$ cat config.mk
export PLATFORM = sky130hd
export DESIGN_NAME = complex_multiplier_pipe
export DESIGN_NICKNAME = d
export VERILOG_FILES = /design/src/rtl/complex_multiplier_pipe.sv
export SDC_FILE = /design/constraint.sdc
export NUM_CORES = 2
export LEC_CHECK = 0
export ABC_CLOCK_PERIOD_IN_PS = 7800
export BUFFER_PORTS_ARGS = -buffer_cell sky130_fd_sc_hd__buf_4
export CAP_MARGIN = 20
export CORE_MARGIN = 5
export CORE_UTILIZATION = 56
export CTS_CLUSTER_SIZE = 25
export DETAILED_ROUTE_END_ITERATION = 8
export PLACE_DENSITY = 0.73
export RECOVER_POWER = 100
export SLEW_MARGIN = 20
export SYNTH_ARGS = -nofsm -noshare
export SYNTH_HDL_FRONTEND = slang
export SYNTH_SLANG_ARGS = --single-unit
$ cat constraint.sdc
create_clock -name clk -period 7.8 [get_ports clk]
set_input_delay 1.56 -clock clk [delete_from_list [all_inputs] [get_ports clk]]
set_output_delay 1.56 -clock clk [all_outputs]
set_load 0.1 [all_outputs]
$ cat src/rtl/complex_multiplier_pipe.sv
// Signed complex multiplier y = a*b or a*conj(b), with rounding right shift and narrowing to OUT_W.
// Latency: 4 cycles from the accept edge to out_valid; 1 sample/cycle throughput.
// Backpressure: a global stall (out_valid && !out_ready) freezes every stage; define CMULT_SAT_EN to saturate instead of wrap.
module complex_multiplier_pipe #(
  parameter int A_W   = 16,
  parameter int B_W   = 18,
  parameter int OUT_W = 35,
  parameter int SHIFT = 0
) (
  input  logic                    clk,
  input  logic                    rst,
  input  logic                    in_valid,
  output logic                    in_ready,
  input  logic signed [A_W-1:0]   real_part_a,
  input  logic signed [A_W-1:0]   imag_part_a,
  input  logic signed [B_W-1:0]   real_part_b,
  input  logic signed [B_W-1:0]   imag_part_b,
  input  logic                    conj_b,
  input  logic                    in_last,
  output logic                    out_valid,
  input  logic                    out_ready,
  output logic signed [OUT_W-1:0] real_output,
  output logic signed [OUT_W-1:0] imag_output,
  output logic                    out_last,
  output logic                    out_sat
);

  localparam int P_W    = A_W + B_W;
  localparam int FULL_W = A_W + B_W + 1;
  // One guard bit so the rounding constant can never overflow the sum.
  localparam int RW     = FULL_W + 1;
  localparam int WIDE   = (OUT_W > RW) ? OUT_W : RW;

  logic stall;
  logic v1, v2, v3, v4;

  logic signed [A_W-1:0]    s1_ar, s1_ai;
  logic signed [B_W-1:0]    s1_br, s1_bi;
  logic                     s1_conj, s1_last;
  logic signed [P_W-1:0]    s2_rr, s2_ii, s2_ri, s2_ir;
  logic                     s2_conj, s2_last;
  logic signed [FULL_W-1:0] s3_re, s3_im;
  logic                     s3_last;
  logic signed [RW-1:0]     s3_re_x, s3_im_x, re_sc, im_sc;
  logic signed [RW-1:0]     s4_re, s4_im;
  logic                     s4_last;
  logic signed [OUT_W-1:0]  re_nar, im_nar;

  assign stall    = out_valid && !out_ready;
  assign in_ready = !rst && !stall;

  // Valid bits advance together; bubbles travel with the data and are not squeezed out.
  always_ff @(posedge clk) begin
    if (rst) begin
      v1        <= 1'b0;
      v2        <= 1'b0;
      v3        <= 1'b0;
      v4        <= 1'b0;
      out_valid <= 1'b0;
    end else if (!stall) begin
      v1        <= in_valid;
      v2        <= v1;
      v3        <= v2;
      v4        <= v3;
      out_valid <= v4;
    end
  end

  // S1: capture operands and per-sample controls on the accept cycle only.
  always_ff @(posedge clk) begin
    if (!stall && in_valid) begin
      s1_ar   <= real_part_a;
      s1_ai   <= imag_part_a;
      s1_br   <= real_part_b;
      s1_bi   <= imag_part_b;
      s1_conj <= conj_b;
      s1_last <= in_last;
    end
  end

  // S2: the four partial products at full product width.
  always_ff @(posedge clk) begin
    if (!stall && v1) begin
      s2_rr   <= P_W'(s1_ar) * P_W'(s1_br);
      s2_ii   <= P_W'(s1_ai) * P_W'(s1_bi);
      s2_ri   <= P_W'(s1_ar) * P_W'(s1_bi);
      s2_ir   <= P_W'(s1_ai) * P_W'(s1_br);
      s2_conj <= s2_conj_nxt_dummy(s1_conj);
      s2_last <= s1_last;
    end
  end

  function automatic logic s2_conj_nxt_dummy(input logic c);
    return c;
  endfunction

  // S3: combine products; conjugate mode flips the sign of the b-imag terms.
  always_ff @(posedge clk) begin
    if (!stall && v2) begin
      if (s2_conj) begin
        s3_re <= FULL_W'(s2_rr) + FULL_W'(s2_ii);
        s3_im <= FULL_W'(s2_ir) - FULL_W'(s2_ri);
      end else begin
        s3_re <= FULL_W'(s2_rr) - FULL_W'(s2_ii);
        s3_im <= FULL_W'(s2_ri) + FULL_W'(s2_ir);
      end
      s3_last <= s2_last;
    end
  end

  assign s3_re_x = RW'(s3_re);
  assign s3_im_x = RW'(s3_im);

  // Round half toward +inf: add half an output LSB, then arithmetic shift.
  if (SHIFT > 0) begin : g_round
    localparam logic signed [RW-1:0] RND = RW'(1) <<< (SHIFT - 1);
    assign re_sc = (s3_re_x + RND) >>> SHIFT;
    assign im_sc = (s3_im_x + RND) >>> SHIFT;
  end else begin : g_pass
    assign re_sc = s3_re_x;
    assign im_sc = s3_im_x;
  end

  // S4: hold the scaled full-precision result ahead of narrowing.
  always_ff @(posedge clk) begin
    if (!stall && v3) begin
      s4_re   <= re_sc;
      s4_im   <= im_sc;
      s4_last <= s3_last;
    end
  end

`ifdef CMULT_SAT_EN
  localparam logic signed [WIDE-1:0] SAT_MAX = {{(WIDE-OUT_W+1){1'b0}}, {(OUT_W-1){1'b1}}};
  localparam logic signed [WIDE-1:0] SAT_MIN = {{(WIDE-OUT_W+1){1'b1}}, {(OUT_W-1){1'b0}}};
  logic signed [WIDE-1:0] re_w, im_w;
  logic re_hi, re_lo, im_hi, im_lo;

  assign re_w   = WIDE'(s4_re);
  assign im_w   = WIDE'(s4_im);
  assign re_hi  = re_w > SAT_MAX;
  assign re_lo  = re_w < SAT_MIN;
  assign im_hi  = im_w > SAT_MAX;
  assign im_lo  = im_w < SAT_MIN;
  assign re_nar = re_hi ? SAT_MAX[OUT_W-1:0] : (re_lo ? SAT_MIN[OUT_W-1:0] : re_w[OUT_W-1:0]);
  assign im_nar = im_hi ? SAT_MAX[OUT_W-1:0] : (im_lo ? SAT_MIN[OUT_W-1:0] : im_w[OUT_W-1:0]);

  // Clip flag travels with the output word it describes.
  always_ff @(posedge clk) begin
    if (rst) begin
      out_sat <= 1'b0;
    end else if (!stall && v4) begin
      out_sat <= re_hi || re_lo || im_hi || im_lo;
    end
  end
`else
  // Size cast sign-extends when widening and keeps the low bits (wrap) when narrowing.
  assign re_nar  = OUT_W'(s4_re);
  assign im_nar  = OUT_W'(s4_im);
  assign out_sat = 1'b0;
`endif

  // Output register: loads only real samples, holds steady while stalled.
  always_ff @(posedge clk) begin
    if (rst) begin
      real_output <= '0;
      imag_output <= '0;
      out_last    <= 1'b0;
    end else if (!stall && v4) begin
      real_output <= re_nar;
      imag_output <= im_nar;
      out_last    <= s4_last;
    end
  end

endmodule

---- Word-level counts from Yosys, hierarchy flattened ----
Cells that the tools add are included.
word-level totals
  bits in registers ....................... 426
  latch bits .............................. 0
  RAM bits ................................ 0
  memory bits (read-only) ................. 0
  bits of input ports ..................... 74
  output and inout port bits .............. 74
  word-level logic and storage cells ...... 46
  memories kept ........................... 0
operators by class
  add/sub/neg operators ................... 4
  multipliers ............................. 4
  div/mod/pow operators ................... 0
  $lt $le $gt $ge ......................... 0
  eq/ne operators ......................... 0
  shifts and indexed selects .............. 0
  mux-type cells .......................... 2
  bitwise logic cells ..................... 0
  reductions and logical operators ........ 10
operators by type and width
  operator                                        number
  16-bit by 18-bit multiplier with 34-bit output  4
  34-bit by 34-bit adder with 35-bit output       2
  35-bit 2-to-1 mux                               2
  34-bit by 34-bit subtractor with 35-bit output  2
  1-bit logical AND                               7
  1-bit zero test                                 3

---- Depth between registers and ports, before layout ----
  depth in word-level cells ............... 4
  gate-level depth with buffers ........... 25

---- Least setup slack after synthesis ----
No wires, ideal clock.
  kind .................................... register -> register
  start ................................... register s1_ai[1]
  end ..................................... register s2_ii[32], data pin
  setup time .............................. 0.259 ns
  arrival ................................. 6.142 ns
  slack ................................... 1.399 ns
  cell stages (with the launch flop) ...... 23
  clock period less this slack ............ 6.401 ns
  cells stage by stage .................... edfxtp_1 > clkbuf_1 > clkbuf_1 > nand2_1 > fa_1 > fa_1 > fa_1 > fa_1 > inv_1 > fa_1 > inv_1 > fa_1 > inv_1 > ha_1 > a21oi_1 > o21ai_0 > o2bb2ai_1 > a2111oi_2 > a21oi_1 > a21o_1 > a41o_1 > o41a_1 > xor2_1
between the ends
  word-level cells in the longest chain between the ends .. 1
ends and longest elaborated chain
  what                                            RTL line  source
  start: declaration                              37        logic signed [A_W-1:0] s1_ar, s1_ai;
  start signal: assignment                        73        s1_ai <= imag_part_a;
  16-bit by 18-bit multiplier with 34-bit output  85        s2_ii <= P_W'(s1_ai) * P_W'(s1_bi);
  end signal: assignment                          85
  end: declaration                                40        logic signed [P_W-1:0] s2_rr, s2_ii, s2_ri, s2_ir;
Every way passes these cells.
A chain may end at the register's enable or synchronous reset.

---- Worst setup path after layout ----
  start ................................... register s1_ai[4]
  end ..................................... register s2_ii[32], data pin
The elaborated chain is that of the path after synthesis.

==> run_results.csv <==
group,metric,value,unit
run_status,outcome,"finished, violations left",
run_status,violations,"capacitance limit, slew limit",
global_routing,grt_pass1_wl,244000,um
detailed_routing,firstDrtPassIters,6,
die,rows,121,
critical_path,critPathLaunch,"s1_ai[4]$_DFFE_PP_",
timing,clock_skew,40.4,ps
synth,ys_ff_latch,426,
critical_path,cp_slowest_stage_delay,1050,ps
synth,synthArstFlopShare,0,%
global_routing,grt_usage,26.7,%
place,place_congestion,0.925,
critical_path,start_kind,"flop",
synth,ys_types,74,
timing,worst_slew_pin_slew,3890,ps
hold_path,hold_start,"s3_re[8]$_DFFE_PP_",
detailed_routing,ant_nets,0,
place,dpl_cell_area,64300,um2
detailed_routing,wl_per_cell,19.3,um
cts,cts_root_buf,"clkbuf_16",
critical_path,r2r_setup_slack,430,ps
synth,synth_flop_cell,"edfxtp_1",
synth,synth_warnings,0,
timing,hold_viol_final,0,
timing,max-slew-margin-rel,-159,%
timing,grt_setup_unrepaired,"false",
critical_path,critPathKind,"flop to flop",
global_routing,overflow,0,
timing,min_period,7370,ps
synth,syn-cell-area,61000,um2
synth,synth_cells,6177,
cts,cts_sinks,426,
global_routing,antenna_found_initial,6,
hold_path,hold_end,"s4_re[8]$_DFFE_PP_",
critical_path,crit_path_top_delay_cell,"edfxtp_1",
hold_path,whs_path_depth,0,
synth,syn-num-nets,7827,
critical_path,crit_chain,"buf_4 > and2_0 > fa_1 > inv_1 > fa_1 > fa_1 > inv_1 > fa_1 > fa_1 > inv_1 > fa_1 > inv_1 > ha_1 > nand4_1 > nor2_1 > o2bb2ai_1 > a2111oi_2 > a21oi_1 > a21o_1 > a41o_1 > o41a_1 > xor2_1",
cts,clkLatencyLatePin,650,ps
cts,cts_htree_levels,2,
global_routing,grt_pass1_vias,45181,
detailed_routing,wl,150000,um
synth,avgSynthCellArea,9.88,um2
critical_path,crit_required,8190,ps
layout,antenna_cells,0,
cts,numCtsBuffers,51,
global_routing,grt_max_degree,78,
timing,finalSetupViolCount,0,
critical_path,rr_worst_depth,22,
critical_path,worstPathMaxFanout,27,
place,dpl_worst_slack,533,ps
synth,yosysSeqAreaShare,19.7,%
run,cap_violations,8,
cts,path_clk_slew,60,ps
timing,setup-tns-final,0,ps
critical_path,endpoint_kind,"flop",
layout,drive_gt1_share,4.81,%
layout,final_area,65500,um2
detailed_routing,viasPerCell,5.51,
detailed_routing,drt_iter0_drc,3224,
die,fp.dieArea,116000,um2
cts,cts.repair.resized,0,
cts,clock_path_buffers,3,
cts,post_cts_buffers,0,
detailed_routing,drc,0,
timing,slew_viol_final,506,
critical_path,crit_path_frequent_cell,"fa_1",
timing,finalWorstSetupSlack,427,ps
cts,holdBufCountCts,0,
synth,synth_edf_count,350,
die,start_util,56.2,%
place,hpwlAfterDp,122000,um
cts,cts_tree,"done",
critical_path,r2r-start,"s1_ai[4]$_DFFE_PP_",
critical_path,worst_ep_arrival_time,7760,ps
die,design.core.area,109000,um2
die,top_level_ports,148,
detailed_routing,vias,42603,
timing,post-route-period-util,94.5,%
die,die-width,340,um
timing,max_freq,136,MHz
critical_path,rr_endpoint,"s2_ii[32]$_DFFE_PP_",
layout,nNetsFinal,7932,
place,port-buffer-count,146,
die,die_y,340,um
hold_path,min_path_type,"flop to flop",
layout,area_growth,7.38,%
## critical path, delay by kind of cell (launching register included)
kind | cells | cell delay (ps)
simple gates | 3 | 450
flops | 1 | 1050
fa+ha+maj | 7 | 3140
buf+inv | 5 | 530
xor+xnor | 1 | 150
compound gates | 6 | 1770
## synth_stat cells (all sizes together), types with 7 or more instances
| library cell | n | area share [%] |
|---|---|---|
| inv | 1282 | 7.9 |
| fa | 1162 | 38 |
| nand2 | 775 | 4.8 |
| and2 | 550 | 5.6 |
| ha | 414 | 8.5 |
| edfxtp | 350 | 17 |
| clkbuf | 246 | 1.5 |
| a21oi | 245 | 2.0 |
| nor2 | 211 | 1.3 |
| xnor2 | 198 | 2.9 |
| a21o | 89 | 1.1 |
| xor2 | 80 | 1.1 |
| dfxtp | 76 | 2.5 |
| o21ai | 75 | 0.62 |
| nand2b | 40 | 0.41 |
| nor3 | 38 | 0.33 |
| o21a | 28 | 0.34 |
| nand3 | 27 | 0.22 |
| o21bai | 26 | 0.32 |
| a31oi | 25 | 0.26 |
| nor2b | 22 | 0.23 |
| and3 | 21 | 0.22 |
| nor4 | 19 | 0.21 |
| a211oi | 18 | 0.23 |
| nand4 | 15 | 0.15 |
| buf | 13 | 0.086 |
| o211ai | 10 | 0.12 |
| or3 | 10 | 0.11 |
| a2111oi | 7 | 0.11 |
## cells in the final DEF, fill, tap and decap left out, drive strengths merged, types with 7 or more instances in the layout
master	count
inv	1284
fa	1162
nand2	775
and2	550
ha	414
edfxtp	350
a21oi	245
clkbuf	225
nor2	211
xnor2	198
buf	146
a21o	89
xor2	80
dfxtp	76
o21ai	75
nand2b	40
nor3	38
o21a	28
nand3	27
o21bai	26
a31oi	25
nor2b	22
clkinv	22
and3	21
nor4	19
a211oi	18
nand4	15
o211ai	10
or3	10
a2111oi	7
## per-stage QoR
step	utilization, %	hold WS [ps]	instances
global route	60.4	421	7736
finish	60.4	413	7736
floorplan	-	400	6177
global placement	59.2	401	7642
detailed placement	59.2	405	7642
CTS	60.8	415	7735
## routing by layer
metal  GRT usage, %  vias up  wire [um]
met5              0        -         48
met1           36.8    21527      60900
met3           6.22      302      14000
met2           42.0     1696      68400
li1               -    19072          -
met4           9.22        6       6160
## sequential cells by signal, indices dropped and copies added (netlist names), 16 cells and up
| signal | flops |
|---|---|
| s1_ai | 16 |
| s1_bi | 18 |
| s1_ar | 16 |
| s3_im | 35 |
| s2_rr | 34 |
| imag_output | 35 |
| s2_ii | 34 |
| real_output | 35 |
| s1_br | 18 |
| s2_ri | 34 |
| s4_re | 35 |
| s2_ir | 34 |
| s4_im | 35 |
| s3_re | 35 |
## worst max-delay path by stage
stage / endpoint / depth (start not counted)
floorplan: s2_ii[32]$_DFFE_PP_ / 22
global placement: s2_ii[32]$_DFFE_PP_ / 22
detailed placement: s2_ii[32]$_DFFE_PP_ / 21
CTS: s2_ii[32]$_DFFE_PP_ / 21
global route: s2_ii[33]$_DFFE_PP_ / 23
finish: s2_ii[32]$_DFFE_PP_ / 22
## final cells by class
| cell class | instances | area [um2] |
|---|---|---|
| inverter | 1283 | 4820 |
| sequential | 426 | 12000 |
| multi-input combinational | 4209 | 43200 |
| clock inverter | 33 | 333 |
| timing repair buffer | 311 | 2050 |
| clock buffer | 60 | 1340 |
| tap | 1414 | 1770 |
| fill | 9150 | 43000 |
## kinds of logic (layout without fill, tap and decap cells)
group | after synthesis | after routing | share of synthesized area (%)
xor gates and xnor gates | 278 | 278 | 4.00
DFF | 426 | 426 | 19.7
AOI/OAI and AO/OA | 600 | 600 | 6.25
and+or+nand+nor | 1751 | 1751 | 13.9
muxes | 3 | 3 | 0.0513
adders and majority gates | 1576 | 1576 | 46.6
other | 1 | 1 | 0.00615
buffers and inverters | 1542 | 1687 | 9.49
Power is left out: the tool's default activity adds up to more than one toggle a clock period on the data nets, which glitch-free logic cannot reach.
